File: config.mk
export PLATFORM = sky130hd
export DESIGN_NAME = elevator_ctrl_flat
export DESIGN_NICKNAME = d
export VERILOG_FILES = /design/src/rtl/elevator_if.sv /design/src/rtl/elevator_ctrl.sv /design/src/flat_wrapper.sv
export SDC_FILE = /design/constraint.sdc
export NUM_CORES = 1
export LEC_CHECK = 0
export BUFFER_PORTS_ARGS = -buffer_cell sky130_fd_sc_hd__buf_2
export CAP_MARGIN = 20
export CORE_MARGIN = 10
export CORE_UTILIZATION = 52
export CTS_CLUSTER_DIAMETER = 100
export DETAILED_ROUTE_END_ITERATION = 8
export PLACE_DENSITY = 0.73
export REMOVE_ABC_BUFFERS = 1
export SYNTH_ARGS = -nofsm -noshare
export SYNTH_HDL_FRONTEND = slang
export SYNTH_SLANG_ARGS = --single-unit
File: constraint.sdc
create_clock -name clk -period 5.3 [get_ports clk]
set_input_delay 0.53 -clock clk [delete_from_list [all_inputs] [get_ports clk]]
set_output_delay 0.53 -clock clk [all_outputs]
set_load 0.01 [all_outputs]
File: src/rtl/elevator_if.sv
// Elevator controller bus: call inputs and passenger count toward the
// controller, position/status/pending calls back from it.
interface elevator_if #(
  parameter int NUM_FLOORS = 8
);
  localparam int CW = $clog2(NUM_FLOORS);

  logic [NUM_FLOORS-1:0] req;
  logic [3:0]            passengers;
  logic [CW-1:0]         current;
  logic                  direction;
  logic                  moving;
  logic                  door_open;
  logic [NUM_FLOORS-1:0] pending;
  logic                  ovld;

  modport master (
    output req, passengers,
    input  current, direction, moving, door_open, pending, ovld
  );

  modport slave (
    input  req, passengers,
    output current, direction, moving, door_open, pending, ovld
  );
endinterface

File: src/rtl/elevator_ctrl.sv
// Single-car SCAN elevator controller (IDLE / MOVE / DOOR).
// Optional feature: define ELEV_OVLD_EN to enable the overload flag, which
// holds the door open and keeps the car parked while passengers > MAX_LOAD.
// Without it, ovld is constant 0 and passengers is ignored.
module elevator_ctrl #(
  parameter int NUM_FLOORS = 8,
  parameter int MOVE_TICKS = 4,
  parameter int DOOR_TICKS = 3,
  parameter int MAX_LOAD   = 4
) (
  input  logic       clk,
  input  logic       reset,
  elevator_if.slave  bus
);
  localparam int CW = $clog2(NUM_FLOORS);
  localparam int MW = $clog2(MOVE_TICKS + 1);
  localparam int DW = $clog2(DOOR_TICKS + 1);
  localparam logic [CW-1:0] TOP         = CW'(NUM_FLOORS - 1);
  localparam logic [MW-1:0] MOVE_RELOAD = MW'(MOVE_TICKS - 1);
  localparam logic [DW-1:0] DOOR_RELOAD = DW'(DOOR_TICKS - 1);

  typedef enum logic [1:0] {IDLE, MOVE, DOOR} state_t;

  state_t                state;
  logic [CW-1:0]         current;
  logic                  direction;
  logic                  moving;
  logic                  door_open;
  logic                  ovld;
  logic [NUM_FLOORS-1:0] pending;
  logic [NUM_FLOORS-1:0] req_prev;
  logic [MW-1:0]         move_cnt;
  logic [DW-1:0]         door_cnt;

  logic [NUM_FLOORS-1:0] rise;
  logic [NUM_FLOORS-1:0] set_mask;
  logic [NUM_FLOORS-1:0] cur_bit;
  logic [NUM_FLOORS-1:0] next_bit;
  logic [CW-1:0]         next_floor;
  logic                  door_restart;
  logic                  here_call;
  logic                  arrive_call;
  logic                  calls_ahead;
  logic                  calls_behind;
  logic                  calls_beyond;
  logic                  off_range;

  // Floors strictly above f (wraps to an empty mask at the top floor).
  function automatic logic [NUM_FLOORS-1:0] above_mask(input logic [CW-1:0] f);
    return ~((NUM_FLOORS'(2) << f) - NUM_FLOORS'(1));
  endfunction

  // Floors strictly below f.
  function automatic logic [NUM_FLOORS-1:0] below_mask(input logic [CW-1:0] f);
    return (NUM_FLOORS'(1) << f) - NUM_FLOORS'(1);
  endfunction

  // Call edge detection, door-restart filtering and SCAN look-ahead.
  always_comb begin
    rise         = bus.req & ~req_prev;
    cur_bit      = NUM_FLOORS'(1) << current;
    next_floor   = direction ? current + CW'(1) : current - CW'(1);
    next_bit     = NUM_FLOORS'(1) << next_floor;
    set_mask     = rise;
    door_restart = 1'b0;
    // A call for the open floor re-arms the door instead of queueing.
    if (state == DOOR && (rise & cur_bit) != '0) begin
      door_restart = 1'b1;
      set_mask     = rise & ~cur_bit;
    end
    here_call    = (pending & cur_bit) != '0;
    arrive_call  = (pending & next_bit) != '0;
    calls_ahead  = direction ? ((pending & above_mask(current)) != '0)
                             : ((pending & below_mask(current)) != '0);
    calls_behind = direction ? ((pending & below_mask(current)) != '0)
                             : ((pending & above_mask(current)) != '0);
    calls_beyond = direction ? ((pending & above_mask(next_floor)) != '0)
                             : ((pending & below_mask(next_floor)) != '0);
    off_range    = (direction && current == TOP) || (!direction && current == '0);
  end

  // Main controller: state, position, direction, timers and call latch.
  always_ff @(posedge clk) begin
    if (reset) begin
      state     <= IDLE;
      current   <= '0;
      direction <= 1'b1;
      moving    <= 1'b0;
      door_open <= 1'b0;
      pending   <= '0;
      req_prev  <= '0;
      move_cnt  <= '0;
      door_cnt  <= '0;
    end else begin
      req_prev <= bus.req;
      // Later assignments in the same cycle override this, so a bit latched
      // and served on the same edge ends up cleared.
      pending  <= pending | set_mask;
      case (state)
        IDLE: begin
          if (here_call) begin
            state     <= DOOR;
            door_open <= 1'b1;
            door_cnt  <= DOOR_RELOAD;
            pending   <= (pending | set_mask) & ~cur_bit;
          end else if (!ovld && calls_ahead) begin
            state    <= MOVE;
            moving   <= 1'b1;
            move_cnt <= MOVE_RELOAD;
          end else if (!ovld && calls_behind) begin
            direction <= ~direction;
            state     <= MOVE;
            moving    <= 1'b1;
            move_cnt  <= MOVE_RELOAD;
          end else if (off_range) begin
            direction <= ~direction;
          end
        end
        MOVE: begin
          if (move_cnt == '0) begin
            current <= next_floor;
            if (arrive_call) begin
              state     <= DOOR;
              moving    <= 1'b0;
              door_open <= 1'b1;
              door_cnt  <= DOOR_RELOAD;
              pending   <= (pending | set_mask) & ~next_bit;
            end else if (calls_beyond) begin
              move_cnt <= MOVE_RELOAD;
            end else begin
              state  <= IDLE;
              moving <= 1'b0;
            end
          end else begin
            move_cnt <= move_cnt - MW'(1);
          end
        end
        DOOR: begin
          if (door_restart || ovld) begin
            door_cnt <= DOOR_RELOAD;
          end else if (door_cnt == '0) begin
            state     <= IDLE;
            door_open <= 1'b0;
          end else begin
            door_cnt <= door_cnt - DW'(1);
          end
        end
        default: begin
          state     <= IDLE;
          moving    <= 1'b0;
          door_open <= 1'b0;
        end
      endcase
    end
  end

`ifdef ELEV_OVLD_EN
  // Overload flag registered from the live passenger count.
  always_ff @(posedge clk) begin
    if (reset) ovld <= 1'b0;
    else       ovld <= int'(bus.passengers) > MAX_LOAD;
  end
`else
  logic unused_passengers;
  assign ovld              = 1'b0;
  assign unused_passengers = ^bus.passengers;
`endif

  assign bus.current   = current;
  assign bus.direction = direction;
  assign bus.moving    = moving;
  assign bus.door_open = door_open;
  assign bus.pending   = pending;
  assign bus.ovld      = ovld;
endmodule

File: src/flat_wrapper.sv
// flat-port wrapper written by rule: the top's interface ports become plain ports
module elevator_ctrl_flat 
#(
  parameter int NUM_FLOORS = 8,
  parameter int MOVE_TICKS = 4,
  parameter int DOOR_TICKS = 3,
  parameter int MAX_LOAD   = 4
)
  (clk, reset, bus_req, bus_passengers, bus_current, bus_direction, bus_moving, bus_door_open, bus_pending, bus_ovld);
  elevator_if #(.NUM_FLOORS(NUM_FLOORS)) bus_i ();
  input  logic clk;
  input  logic reset;
  input wire logic [$bits(bus_i.req)-1:0] bus_req;
  input wire logic [$bits(bus_i.passengers)-1:0] bus_passengers;
  output wire logic [$bits(bus_i.current)-1:0] bus_current;
  output wire logic [$bits(bus_i.direction)-1:0] bus_direction;
  output wire logic [$bits(bus_i.moving)-1:0] bus_moving;
  output wire logic [$bits(bus_i.door_open)-1:0] bus_door_open;
  output wire logic [$bits(bus_i.pending)-1:0] bus_pending;
  output wire logic [$bits(bus_i.ovld)-1:0] bus_ovld;
  assign bus_i.req = bus_req;
  assign bus_i.passengers = bus_passengers;
  assign bus_current = bus_i.current;
  assign bus_direction = bus_i.direction;
  assign bus_moving = bus_i.moving;
  assign bus_door_open = bus_i.door_open;
  assign bus_pending = bus_i.pending;
  assign bus_ovld = bus_i.ovld;
  elevator_ctrl #(.NUM_FLOORS(NUM_FLOORS), .MOVE_TICKS(MOVE_TICKS), .DOOR_TICKS(DOOR_TICKS), .MAX_LOAD(MAX_LOAD)) u_core (.clk(clk), .reset(reset), .bus(bus_i));
endmodule
# After elaboration in Yosys (flattened, before gate mapping)
# Cells that the tools add are included.
dict set report totals {
  register_bits 29
  latchBits 0
  ram_bits 0
  rom_bits 0
  in_bits 14
  output_inout_bits 15
  word_cells 130
  mem_count 0
}
dict set report op_classes {
  n_addsub 8
  mul 0
  n_div 0
  n_lt_le_gt_ge 0
  n_eq_ne 15
  shifts 4
  muxes 47
  bitwise_logic 21
  reduce_logical 26
}
# op n
set ops {}
lappend ops {{8-bit bitwise AND} 11}
lappend ops {{8-bit nonzero test} 7}
lappend ops {{8-bit NOT} 5}
lappend ops {{8-bit two-way mux} 4}
lappend ops {{8-bit by 2-bit subtractor with 8-bit output, second input constant} 4}
lappend ops {{2-bit two-way mux} 13}
lappend ops {{5-bit AND reduction} 5}
lappend ops {{3-bit two-way mux} 7}
lappend ops {{1-bit two-way mux} 17}
lappend ops {{8-bit case mux with 2 select lines} 1}
lappend ops {{1-bit by 3-bit left shift with 8-bit output, first input constant} 2}
lappend ops {{2-bit by 3-bit left shift with 8-bit output, first input constant} 2}
lappend ops {{2-bit case mux with 3 select lines} 2}
lappend ops {{3-bit by 2-bit inequality test with 1-bit output, second input constant} 3}
lappend ops {{8-bit bitwise OR} 1}
lappend ops {{3-bit logical NOT} 2}
lappend ops {{2-bit by 1-bit inequality test with 1-bit output, second input constant} 3}
lappend ops {{2-bit inequality test, second input constant} 3}
lappend ops {{1-bit case mux with 3 select lines} 2}
lappend ops {{3-bit case mux with 2 select lines} 1}
lappend ops {{3-bit by 1-bit subtractor with 3-bit output, second input constant} 2}
lappend ops {{2-bit logical NOT} 2}
lappend ops {{4-bit by 1-bit inequality test with 1-bit output, second input constant} 1}
lappend ops {{1-bit NOT} 4}
lappend ops {{14 further kinds} 17}

# Logic depth before layout (Yosys ltp)
dict set report logic_depth {
  depth_word 12
  depth_mapped 14
  mapped_depth_nobuf 13
}

# Worst setup path before layout
# No wires, ideal clock.
dict set report synth_path {
  kind {reg2reg}
  start {reg u_core.direction (netlist: u_core.bus.direction)}
  end {reg u_core.move_cnt[0]}
  setup_time_ns 0.142
  t_arrival_ns 3.117
  path_slack_ns 2.041
  path_stages_with_launch 14
  n_path_buf 1
  synth_period_minus_slack_ns 3.259
  cell_sequence {dfxtp_1 > inv_1 > fa_1 > xor3_1 > buf_2 > nand2_1 > ha_1 > nor3b_1 > mux2i_1 > nor2b_1 > a2111oi_0 > a22oi_1 > o21ai_1 > a221oi_1}
}
dict set report synth_between {
  elab_chain_cells 9
  elab_cells_between_ends 22
  cone_classes {2 x add/sub; 3 x eq/ne; 2 x shift; 7 x mux; 4 x bitwise; 4 x reduce/logical}
}
# item line
set synth_lines {}
lappend synth_lines {{from (decl)} elevator_ctrl.sv:26} ;# logic direction;
lappend synth_lines {{from (signal assigned)} elevator_ctrl.sv:111} ;# direction <= ~direction;
lappend synth_lines {{from (signal assigned)} elevator_ctrl.sv:116} ;# direction <= ~direction;
lappend synth_lines {{3-bit two-way mux} elevator_ctrl.sv:62} ;# next_floor = direction ? current + CW'(1) : current - CW'(1);
lappend synth_lines {{2-bit by 3-bit left shift with 8-bit output} elevator_ctrl.sv:50} ;# return ~((NUM_FLOORS'(2) << f) - NUM_FLOORS'(1));
lappend synth_lines {{8-bit by 2-bit subtractor with 8-bit output} elevator_ctrl.sv:50}
lappend synth_lines {{8-bit NOT} elevator_ctrl.sv:50}
lappend synth_lines {{8-bit bitwise AND} elevator_ctrl.sv:77} ;# calls_beyond = direction ? ((pending & above_mask(next_floor)) != '0)
lappend synth_lines {{8-bit nonzero test} elevator_ctrl.sv:77}
lappend synth_lines {{1-bit two-way mux} elevator_ctrl.sv:77}
lappend synth_lines {{3-bit by 2-bit inequality test with 1-bit output (no source line)} --}
lappend synth_lines {{5-bit AND reduction (no source line)} --}
lappend synth_lines {{to (signal assigned)} elevator_ctrl.sv:135} ;# move_cnt <= move_cnt - MW'(1);
lappend synth_lines {{to (decl)} elevator_ctrl.sv:32} ;# logic [MW-1:0] move_cnt;
# Several ways; a longest one is shown, not always the timed one. The select of a mux whose other input is x is not followed.
# A chain may end at the register's enable or synchronous reset.

# Final worst setup path
dict set report layout_path {
  start {reg u_core.current[1] (netlist: u_core.bus.current[1])}
  end {reg u_core.move_cnt[1]}
}
dict set report layout_between {
  elab_chain_cells 10
  elab_cells_between_ends 36
  cone_classes {6 x add/sub; 4 x eq/ne; 4 x shift; 7 x mux; 8 x bitwise; 7 x reduce/logical}
}
# item line
set layout_lines {}
lappend layout_lines {{from (decl)} elevator_ctrl.sv:25} ;# logic [CW-1:0] current;
lappend layout_lines {{from (signal assigned)} elevator_ctrl.sv:121} ;# current <= next_floor;
lappend layout_lines {{3-bit by 1-bit subtractor with 3-bit output or 3-bit by 1-bit adder with 3-bit output (tied branches)} elevator_ctrl.sv:62}
lappend layout_lines {{3-bit two-way mux} elevator_ctrl.sv:62}
lappend layout_lines {{2-bit by 3-bit left shift with 8-bit output} elevator_ctrl.sv:50}
lappend layout_lines {{8-bit by 2-bit subtractor with 8-bit output} elevator_ctrl.sv:50}
lappend layout_lines {{8-bit NOT} elevator_ctrl.sv:50}
lappend layout_lines {{8-bit bitwise AND} elevator_ctrl.sv:77}
lappend layout_lines {{8-bit nonzero test} elevator_ctrl.sv:77}
lappend layout_lines {{1-bit two-way mux} elevator_ctrl.sv:77}
lappend layout_lines {{3-bit by 2-bit inequality test with 1-bit output (no source line)} --}
lappend layout_lines {{5-bit AND reduction (no source line)} --}
# Several ways; a longest one is shown, not always the timed one. The select of a mux whose other input is x is not followed.

==> flow_metrics.py <==
metrics = {
    "final_layout": {
        "antenna_cells": 0,
        "layout.nets": 322,
        "layout-drive-gt1-share_pct": 14.5,
        "syn2layout_area_growth_pct": 7.14,
    },
    "floorplan": {
        "initial_core_util_pct": 53.1,
        "die_x_um": 86.4,
        "io-pin-count": 29,
        "die-area_um2": 7470,
        "die_h_um": 86.4,
        "rows": 24,
        "coreArea_um2": 4320,
    },
    "global_route": {
        "grt_pass1_vias": 2068,
        "grt_pass1_wl_um": 10000,
        "grt_use_total_pct": 16.1,
        "grt_overflow": 0,
        "grt_max_degree": 30,
        "antenna_found_initial": 0,
    },
    "clock_network": {
        "cts.path.max_buffers": 2,
        "cts_root_buf": "clkbuf_8",
        "cts_setup_buffers": 0,
        "cts_tree": "done",
        "cts_resized": 0,
        "clock-sinks": 29,
        "htree_num_levels": 2,
        "cts_buffers": 5,
        "cts_hold_buf": 0,
        "clk-insertion-delay-late_ns": 0.28,
        "clkSlewWorstSetupHoldPaths_ns": 0.06,
    },
    "critical_path": {
        "end_kind": "register",
        "path_max_fanout": 27,
        "path_class": "register to register",
        "cp.arrival_ns": 4.14,
        "cp-start-kind": "register",
        "cp_data_required_time_ns": 5.43,
    },
    "logic_synthesis": {
        "netlist.area_leader.share_pct": 25.3,
        "netlist_area_um2": 2290,
        "synth_edf_count": 0,
        "synthArstFlopShare_pct": 0,
        "ys_warn_count": 0,
        "synth_cell_types": 67,
        "synth-seq-cells": 29,
        "synth.avg_cell_area_um2": 7.97,
        "synth_area_leaders": "dfxtp_1 25%, ha_1 5.5%, nor2_1 4.3%",
        "synth_top_area_cell": "dfxtp_1",
        "syn_inst": 288,
        "ys_seq_area_share_pct": 25.3,
        "synth_ff_type": "dfxtp_1",
    },
    "routing": {
        "route.detailed.drc": 0,
        "drt_wl_total_um": 5860,
        "post_drt_wl_per_cell_um": 16.8,
        "vias_per_cell": 6.09,
        "drt_iter0_markers": 214,
        "ant_nets": 0,
        "dr.pass1.iters": 4,
        "vias": 2125,
    },
    "placed_design": {
        "portBuffers": 23,
        "gp_congestion": 0.927,
        "dp_hpwl_um": 4180,
    },
    "power": {
        "p_leak_nw": 0.949,
        "power_density_nw_per_um2": 471,
        "vdd_drop_max_mv": 0.216,
        "finalPower_mw": 1.16,
    },
    "outcome": {
        "status": "finished, final reports clean",
    },
    "sta": {
        "rsz0062_at_grt": "no",
        "fin_skew_ns": 0.00759,
        "final-hold-violation-count": 0,
        "worstMarginPinSlew_ns": 0.963,
        "slew_viol_final": 0,
        "max_slew_margin_pct": 35.7,
        "timing.fmax_mhz": 249,
        "final.min_clock_period_ns": 4.01,
        "setup-tns-final_ns": 0,
        "fin_crit_sh_pct": 75.6,
        "setup_violations": 0,
    },
    "worst_hold_path": {
        "hp-class": "primary input to register",
    },
    "flow_run": {
        "maxCapViolCount": 0,
    },
}
[per-stage QoR]
step | util [%] | instances | instance area (um2) | setup WS (ns) | hold slack, ns
after detailed placement | 54.9 | 342 | 2370 | 1.32 | 0.476
after global placement | 54.9 | 342 | 2370 | 1.46 | 0.471
after CTS | 56.9 | 349 | 2460 | 1.32 | 0.470
after floorplan | - | 267 | 2190 | 2.01 | 0.446
after global routing | 56.9 | 349 | 2460 | 0.864 | 0.474
final | 56.9 | 349 | 2460 | 1.29 | 0.464
[registers in the layout (all words and copies together), names as in the netlist]
name and cells:
u_core.bus.door_open 1, u_core.move_cnt 3, u_core.bus.pending 8, u_core.bus.moving 1, u_core.bus.current 3, u_core.door_cnt 2
u_core.req_prev 8, u_core.state 2, u_core.bus.direction 1
[report_power, final]
group,switching [mW],internal [mW],total (mW),leakage (nW)
Combinational,0.359,0.259,0.618,0.664
Sequential,0.0942,0.262,0.356,0.240
Clock,0.0808,0.103,0.184,0.0443
Total,0.534,0.624,1.16,0.949
[worst max-delay path, cell delays in order, from the launching register on]
cell and delay (ns):
dfxtp_1 0.95, fa_1 0.46, xor3_1 0.57, nand2_1 0.12, ha_1 0.31, o2bb2ai_1 0.15
o211ai_1 0.19, a21oi_1 0.09, a2111oi_0 0.45, a22oi_1 0.19, o21ai_1 0.25, a221oi_1 0.11
[cell usage in the layout, fill, tap and decap left out, types with 3 or more instances in the layout]
cell type,count
a221oi_1,4
o21ai_0,8
dfxtp_1,29
clkbuf_8,6
nor2b_1,12
a22oi_1,5
buf_2,23
xor2_1,5
nor2_1,26
nand3b_1,5
a22o_1,3
o211ai_1,6
nor3_1,18
nand3_1,6
inv_1,19
a31oi_1,9
nand2b_1,7
xnor2_1,6
o21ai_1,5
ha_1,10
mux2i_1,4
nand2_1,14
a21oi_1,17
[area by class of cell]
type                       instances  area (um2)
timing repair buffer              23         115
inverter                          21        81.3
multi-input combinational        217        1530
fill                             425        1870
tap                               52        65.1
clock buffer                       7        86.3
sequential                        29         581
[layer usage]
| metal | global-route usage [%] | vias to the layer above | wire length [um] |
|---|---|---|---|
| met5 | 0 | - | 0 |
| met4 | 5.01 | 0 | 111 |
| met3 | 3.85 | 10 | 460 |
| met2 | 25.7 | 79 | 2660 |
| met1 | 20.8 | 976 | 2630 |
| li1 | - | 1060 | - |
[path summary, 6_finish.rpt]
check | startpoint | depth (start not counted) | slack (ns) | to
worst min register to register | u_core.door_cnt[0] | 2 | 0.48 | u_core.door_cnt[0]
worst min-delay path | bus_req[2] | 2 | 0.46 | u_core.req_prev[2]
worst max-delay path | u_core.bus.current[1] | 11 | 1.29 | u_core.move_cnt[1]
worst max register to register | u_core.bus.current[1] | 11 | 1.29 | u_core.move_cnt[1]
[Yosys cell counts (2+ instances only)]
master / instances
o21ai_1: 5
nand3b_1: 5
o211ai_1: 6
or2_1: 2
mux2i_1: 4
o2bb2ai_1: 2
buf_2: 7
a221oi_1: 4
nor3b_1: 2
xor2_1: 5
a2111oi_0: 2
nor2b_1: 12
nand2_1: 14
o21ai_0: 8
nor2_1: 26
nand2b_1: 7
ha_1: 10
o32ai_1: 2
dfxtp_1: 29
nand3_1: 6
buf_4: 2
a31oi_1: 9
a211oi_1: 2
xnor2_1: 6
a22o_1: 3
nand4_1: 2
or3_1: 2
a22oi_1: 5
a21oi_1: 17
clkbuf_1: 10
inv_1: 19
nor3_1: 18
[cells by family after synthesis]
logic type | count (synthesis) | synth area share [%]
buffers and inverters | 42 | 8.01
adder cells (fa/ha/maj) | 11 | 6.33
XOR/XNOR | 12 | 5.23
AND/OR/NAND/NOR | 106 | 25.0
AO/OA/AOI/OAI | 82 | 27.3
flip-flops | 29 | 25.3
other | 1 | 0.163
multiplexers | 5 | 2.73
Power figures use the tool's default switching activity.
